File: src/rtl/cache_mem_ctrl.sv
// Memory-side responder for the icache/dcache request protocol: arbitrates the two caches onto a
// single-port RAM, with data-side priority, block-pair locking and an instruction anti-starvation override.
module cache_mem_ctrl #(
  parameter int unsigned STARVE_LIMIT = 4,
  parameter int unsigned TIMEOUT      = 255
) (
  input  logic        CLK,
  input  logic        nRST,
  // icache side
  input  logic        iREN_i,
  input  logic [31:0] iaddr_i,
  output logic        iwait_o,
  output logic [31:0] iload_o,
  // dcache side
  input  logic        dREN_i,
  input  logic        dWEN_i,
  input  logic [31:0] daddr_i,
  input  logic [31:0] dstore_i,
  output logic        dwait_o,
  output logic [31:0] dload_o,
  // RAM side
  output logic        ramREN_o,
  output logic        ramWEN_o,
  output logic [31:0] ramaddr_o,
  output logic [31:0] ramstore_o,
  input  logic [31:0] ramload_i,
  input  logic [1:0]  ramstate_i,
  output logic        ram_err_o
);

  localparam int unsigned StW = ($clog2(STARVE_LIMIT + 1) < 3) ? 3 : $clog2(STARVE_LIMIT + 1);
  localparam logic [StW-1:0] StarveMax = StW'(STARVE_LIMIT);
  localparam logic [7:0]     ToMax     = 8'(TIMEOUT);

  localparam logic [1:0] RamAccess = 2'b10;
  localparam logic [1:0] RamError  = 2'b11;

  typedef enum logic [1:0] {StIdle, StDgnt, StIgnt} state_e;

  state_e         state_q, state_d;
  logic [StW-1:0] starve_q, starve_d;
  logic [7:0]     to_q, to_d;
  logic           err_q, err_d;
  logic           d_req;

  assign d_req     = dREN_i | dWEN_i;
  assign ram_err_o = err_q;

  always_ff @(posedge CLK or negedge nRST) begin
    if (!nRST) begin
      state_q  <= StIdle;
      starve_q <= '0;
      to_q     <= '0;
      err_q    <= 1'b0;
    end else begin
      state_q  <= state_d;
      starve_q <= starve_d;
      to_q     <= to_d;
      err_q    <= err_d;
    end
  end

  always_comb begin
    state_d    = state_q;
    starve_d   = starve_q;
    to_d       = to_q;
    err_d      = err_q;
    iwait_o    = 1'b1;
    dwait_o    = 1'b1;
    iload_o    = '0;
    dload_o    = '0;
    ramREN_o   = 1'b0;
    ramWEN_o   = 1'b0;
    ramaddr_o  = '0;
    ramstore_o = '0;

    unique case (state_q)
      StIdle: begin
        to_d = '0;
        if (iREN_i && (starve_q == StarveMax)) begin
          state_d  = StIgnt;
          starve_d = '0;
        end else if (d_req) begin
          state_d = StDgnt;
        end else if (iREN_i) begin
          state_d  = StIgnt;
          starve_d = '0;
        end
      end

      StDgnt: begin
        if (!d_req) begin
          state_d = StIdle;
        end else begin
          ramaddr_o  = daddr_i;
          ramstore_o = dstore_i;
          ramWEN_o   = dWEN_i;
          ramREN_o   = dREN_i & ~dWEN_i;
          if (ramstate_i == RamAccess) begin
            dwait_o = 1'b0;
            dload_o = dWEN_i ? '0 : ramload_i;
            to_d    = '0;
            if (iREN_i && (starve_q != StarveMax)) starve_d = starve_q + 1'b1;
            // First word of a block pair keeps the grant so the icache cannot slip in between.
            if (daddr_i[2]) state_d = StIdle;
          end else if (ramstate_i == RamError || to_q == ToMax) begin
            err_d   = 1'b1;
            state_d = StIdle;
          end else begin
            to_d = to_q + 1'b1;
          end
        end
      end

      StIgnt: begin
        if (!iREN_i) begin
          state_d = StIdle;
        end else begin
          ramaddr_o = iaddr_i;
          ramREN_o  = 1'b1;
          if (ramstate_i == RamAccess) begin
            iwait_o = 1'b0;
            iload_o = ramload_i;
            to_d    = '0;
            state_d = StIdle;
          end else if (ramstate_i == RamError || to_q == ToMax) begin
            err_d   = 1'b1;
            state_d = StIdle;
          end else begin
            to_d = to_q + 1'b1;
          end
        end
      end

      default: state_d = StIdle;
    endcase
  end

endmodule

File: config.mk
export PLATFORM = sky130hd
export DESIGN_NAME = cache_mem_ctrl
export DESIGN_NICKNAME = d
export VERILOG_FILES = /design/src/rtl/cache_mem_ctrl.sv
export SDC_FILE = /design/constraint.sdc
export NUM_CORES = 1
export LEC_CHECK = 0
export ABC_AREA = 0
export CORE_AREA = 4 4 101 103
export CTS_CLUSTER_SIZE = 40
export DETAILED_ROUTE_END_ITERATION = 10
export DIE_AREA = 0 0 105 107
export PLACE_DENSITY = 0.75
export SLEW_MARGIN = 25
export SYNTH_ARGS = -nofsm -noshare
export SYNTH_HDL_FRONTEND = slang
export SYNTH_SLANG_ARGS = --single-unit
File: constraint.sdc
create_clock -name CLK -period 2.49 [get_ports CLK]
set_input_delay 0.6225 -clock CLK [delete_from_list [all_inputs] [get_ports CLK]]
set_output_delay 0.6225 -clock CLK [all_outputs]
set_load 0.05 [all_outputs]
Word-level counts from Yosys, hierarchy flattened
Index checks and enable logic that the tools add are counted.
- register bits: 14
- input port bits: 135
- bitwise operators: 3
- reductions and logical operators: 11
- equality and inequality tests: 15
- muxes and demuxes: 49
- add/sub/neg operators: 2
- operator list (operator ; number):
    $mux W32 ; 11
    $pmux W32 S2 ; 1
    $mux W8 ; 4
    $pmux W8 S3 ; 1
    $mux W2 ; 9
    $mux W3 ; 6
    $mux W1 ; 13
    $ne A3 B3 Y1 const B ; 3
    $add A8 B1 Y8 const B ; 1
    $eq A8 B8 Y1 const B ; 1
    $ne A2 B2 Y1 const B ; 4
    $ne A4 B4 Y1 const B ; 2
    $eq A2 B2 Y1 const B ; 3
    $pmux W2 S3 ; 1
    $pmux W3 S2 ; 1
    $reduce_and A3 Y1 ; 2
    $reduce_and A6 Y1 ; 1
    $pmux W1 S2 ; 2
    $reduce_bool A2 Y1 ; 2
    $add A3 B1 Y3 const B ; 1
    $eq A3 B3 Y1 const B ; 1
    $reduce_bool A3 Y1 ; 1
    $eq A2 B1 Y1 const B ; 1
    $logic_and A1 B1 Y1 ; 2
    other kinds (6) ; 6

Longest topological paths before layout
- depth in word-level cells: 6
- depth in mapped cells: 8
- gate-level depth less buffers: 6

Worst setup path before layout
Ideal clock, no wire load.
- path type: reg-to-output
- start point: reg state_q[1]
- end point: out ramaddr_o[11]
- data required time: 1.867 ns
- cell stages (with the launch flop): 9
- setup slack: -0.330 ns
- buffers on the path: 3
- arrival: 2.197 ns
- path through: dfrtp_1 inv_1 ha_1 buf_2 o21a_1 clkbuf_1 clkbuf_1 a22oi_1 nor2_1
- cells in the longest elaborated chain, start to end: 2
- ends and longest elaborated chain (what ; RTL line ; text):
    from (decl) ; 40 ; state_e state_q, state_d;
    from (signal assigned) ; 51 ; state_q <= StIdle;
    from (signal assigned) ; 56 ; state_q <= state_d;
    $eq A2 B2 Y1 / $eq A2 B1 Y1 (equally long branches) ; 77 ; unique case (state_q)
    $pmux W32 S2 * ; 77 ;
    to (decl) ; 24 ; output logic [31:0] ramaddr_o,
Mark *: on every way between the ends. The rest lies on a longest branch, timed or not.

Worst setup path in the final report
- start point: in ramstate_i[1]
- end point: out dload_o[11]
- cells in the longest elaborated chain, start to end: 4
- ends and longest elaborated chain (what ; RTL line ; text):
    from (decl) ; 27 ; input logic [1:0] ramstate_i,
    $eq A2 B2 Y1 ; 99 ; if (ramstate_i == RamAccess) begin
    $mux W32 ; 99 ;
    $mux W32 ; 92 ; if (!d_req) begin
    $mux W32 ; 77 ;
    to (decl) ; 20 ; output logic [31:0] dload_o,
No other way between the ends.

==> flow_metrics.tcl <==
set metrics [dict create \
    status "finished with violations" \
    violations "setup timing" \
    r2r_end "to_q[7]" \
    drtPass1Iterations 4 \
    h-tree-depth 1 \
    final_area_um2 6990 \
    die_x_um 105 \
    synth_flop_cell "dfrtp_1" \
    hold_viol_final 0 \
    nets 717 \
    maxCapViolCount 0 \
    antenna_found_initial 0 \
    num_rows 35 \
    yosysMostFrequentCell "and2_1" \
    core_um2 9200 \
    finalSetupViolCount 13 \
    fin_tns_setup_ns -0.0534 \
    routed_via_density 5.10 \
    drt_wl_total_um 15900 \
    syn-num-nets 439 \
    clk_pin_slew_worst_paths_ns 0.05 \
    slew_violations 0 \
    r2r-start "state_q[0]" \
    placedInstanceArea_um2 6550 \
    cpMaxStageDelayCell "nor3b_4" \
    die_h_um 107 \
    drive_gt1_frac 0.478 \
    ys_async_sr_fraction 1.00 \
    clk-insertion-delay-late_ns 0.24 \
    crit_path_end_kind "output port" \
    max_slew.worst_pin.slew_ns 0.663 \
    finalPower_uw 5080 \
    rsz0062_at_grt "yes" \
    critPathMostFrequentCell "buf_12" \
    grt_util_all_layers 0.256 \
    hold_path_class "reg2reg" \
    cts_made_buffers 3 \
    grt_overflow_total 0 \
    cts_sinks 14 \
    die-area_um2 11200 \
    seq_area_frac_synth 0.166 \
    fin_crit_ns 2.50 \
    required_ns 1.87 \
    fin_cells 684 \
    vias 3488 \
    worst-path-max-fanout 8 \
    max-vdd-ir-drop_uv 765 \
    fin_worst_skew_ns 0.000531 \
    wl_per_cell_um 23.2 \
    cts_hold_buf 0 \
    clockRootBuffer "clkbuf_8" \
    syn_to_final_growth_pct 232 \
    setup_ws_ns -0.0120 \
    dp_slack_ns -0.284 \
    p_leak_uw 0.00285 \
    drc 0 \
    whs_endpoint "ram_err_o" \
    fmax_mhz 400 \
    gp_congestion 0.862 \
    grt_pass1_vias 3556 \
    ff2ff_setup_slack_ns 0.32 \
    ant_nets 0 \
    critPathLaunchType "input pin" \
    numPortBuffers 267 \
    yosysUniqueCellTypes 41 \
    yosys_warnings 0 \
    critPathArrivalTime_ns 1.88 \
    clk_path_buf_depth 2 \
    fin_crit_sh 1.00 \
    min-delay-start "ram_err_o" \
    path_cells "clkdlybuf4s15_2 > nand3b_1 > nor3b_4 > buf_6 > buf_12 > and2_4 > buf_12" \
    rr_worst_depth 7 \
    synth-edff-count 0 \
    ioPinCount 268 \
    yosys.area.top_type "and2_1" \
    initialDrtViolationCount 126 \
    synth_common_cells "and2_1, nor2_1, a22oi_1, and3_1, clkbuf_1" \
    hold_path_depth 1 \
    antenna_cells 0 \
    synth_area_per_cell_um2 7.09 \
    placedCellCount 671 \
    p_per_area_nw_per_um2 727 \
    cp_num_cells 7 \
    start_util 0.229 \
    maxSlewHeadroom 0.556 \
    grt_pass1_wl_um 22400 \
    ys_seq_elements 14 \
    cts_tree "done" \
    grt_start_max_net_pins 49 \
    yosys-top-cells-area "and2_1, dfrtp_1, a22oi_1, and3_1, nor2_1" \
    syn_area_um2 2110 \
    crit_buf_inv 4 \
    path_delay_family "buffers and inverters" \
    netlist_instances 297 \
    slowest_delay_ns 0.27 \
    place_hpwl_um 12300 \
    critPathKind "in2out" \
    synth_top_area_frac 0.196 \
]
per-stage QoR:
stage,hold slack [ns],util
2_1_floorplan,0.327,-
3_3_place_gp,0.460,0.713
3_5_place_dp,0.458,0.713
4_1_cts,0.470,0.741
5_1_grt,0.515,0.760
6_report,0.484,0.760
registers in the layout, summed over array words and instances (netlist names):
name / count
ram_err_o: 1
starve_q: 3
state_q: 2
to_q: 8
worst max path at each step:
stage / slack, ns / startpoint / endpoint
after global routing: -0.08 / state_q[1] / dload_o[17]
after floorplan: -0.17 / state_q[0] / ramREN_o
after detailed placement: -0.28 / ramstate_i[1] / dload_o[0]
after CTS: -0.03 / state_q[1] / dload_o[11]
final: -0.01 / ramstate_i[1] / dload_o[11]
after global placement: -0.25 / ramstate_i[1] / dload_o[11]
cell usage in the layout, fill, tap and decap left out, types with 4 or more instances in the layout:
| cell | instances |
|---|---|
| buf_6 | 6 |
| nor2_1 | 7 |
| mux2i_1 | 9 |
| buf_4 | 17 |
| inv_1 | 8 |
| and2_1 | 30 |
| and2_4 | 33 |
| nand2b_1 | 7 |
| and3_1 | 32 |
| a22oi_1 | 7 |
| clkdlybuf4s50_1 | 130 |
| nor3b_1 | 4 |
| nor2_4 | 14 |
| ha_1 | 5 |
| nand2_1 | 13 |
| a22oi_2 | 25 |
| nand3_1 | 4 |
| dfrtp_1 | 13 |
| nor2_2 | 16 |
| buf_12 | 137 |
area by class of cell:
type                    instances  area [um2]
flip-flops and latches         14         352
well taps                     111         139
inverters                      10        37.5
clock buffers                   3        41.3
multi-input cells             246        2000
fillers                       574        2210
repair buffers                300        4410
kinds of logic after synthesis:
family,after synthesis,share of synthesized area
fa+ha+maj,7,0.0416
compound gates,54,0.203
buf+inv,37,0.0701
flops,14,0.166
mux,11,0.0534
simple gates,174,0.466
report_power, final:
| part | switching [uW] | internal [uW] | leakage (uW) |
|---|---|---|---|
| logic | 2530 | 2020 | 0.00265 |
| clock network | 74.6 | 107 | 0.0000216 |
| registers | 61.7 | 283 | 0.000183 |
| total | 2660 | 2410 | 0.00285 |
per-layer routing:
metal	GRT usage	vias to the layer above	part of all wire
met3	0.0476	28	0.047
met2	0.478	138	0.55
met1	0.291	1722	0.37
met4	0.0872	0	0.028
li1	-	1600	-
met5	0	-	0
what timing repair did:
action | CTS | global route
buffers inserted | 7 | 0
endpoints found under the setup margin | 130 | 64
pin swaps | 35 | 9
gates cloned | 3 | 2
gates resized for setup | 59 | 30
Power figures use the tool's default switching activity.
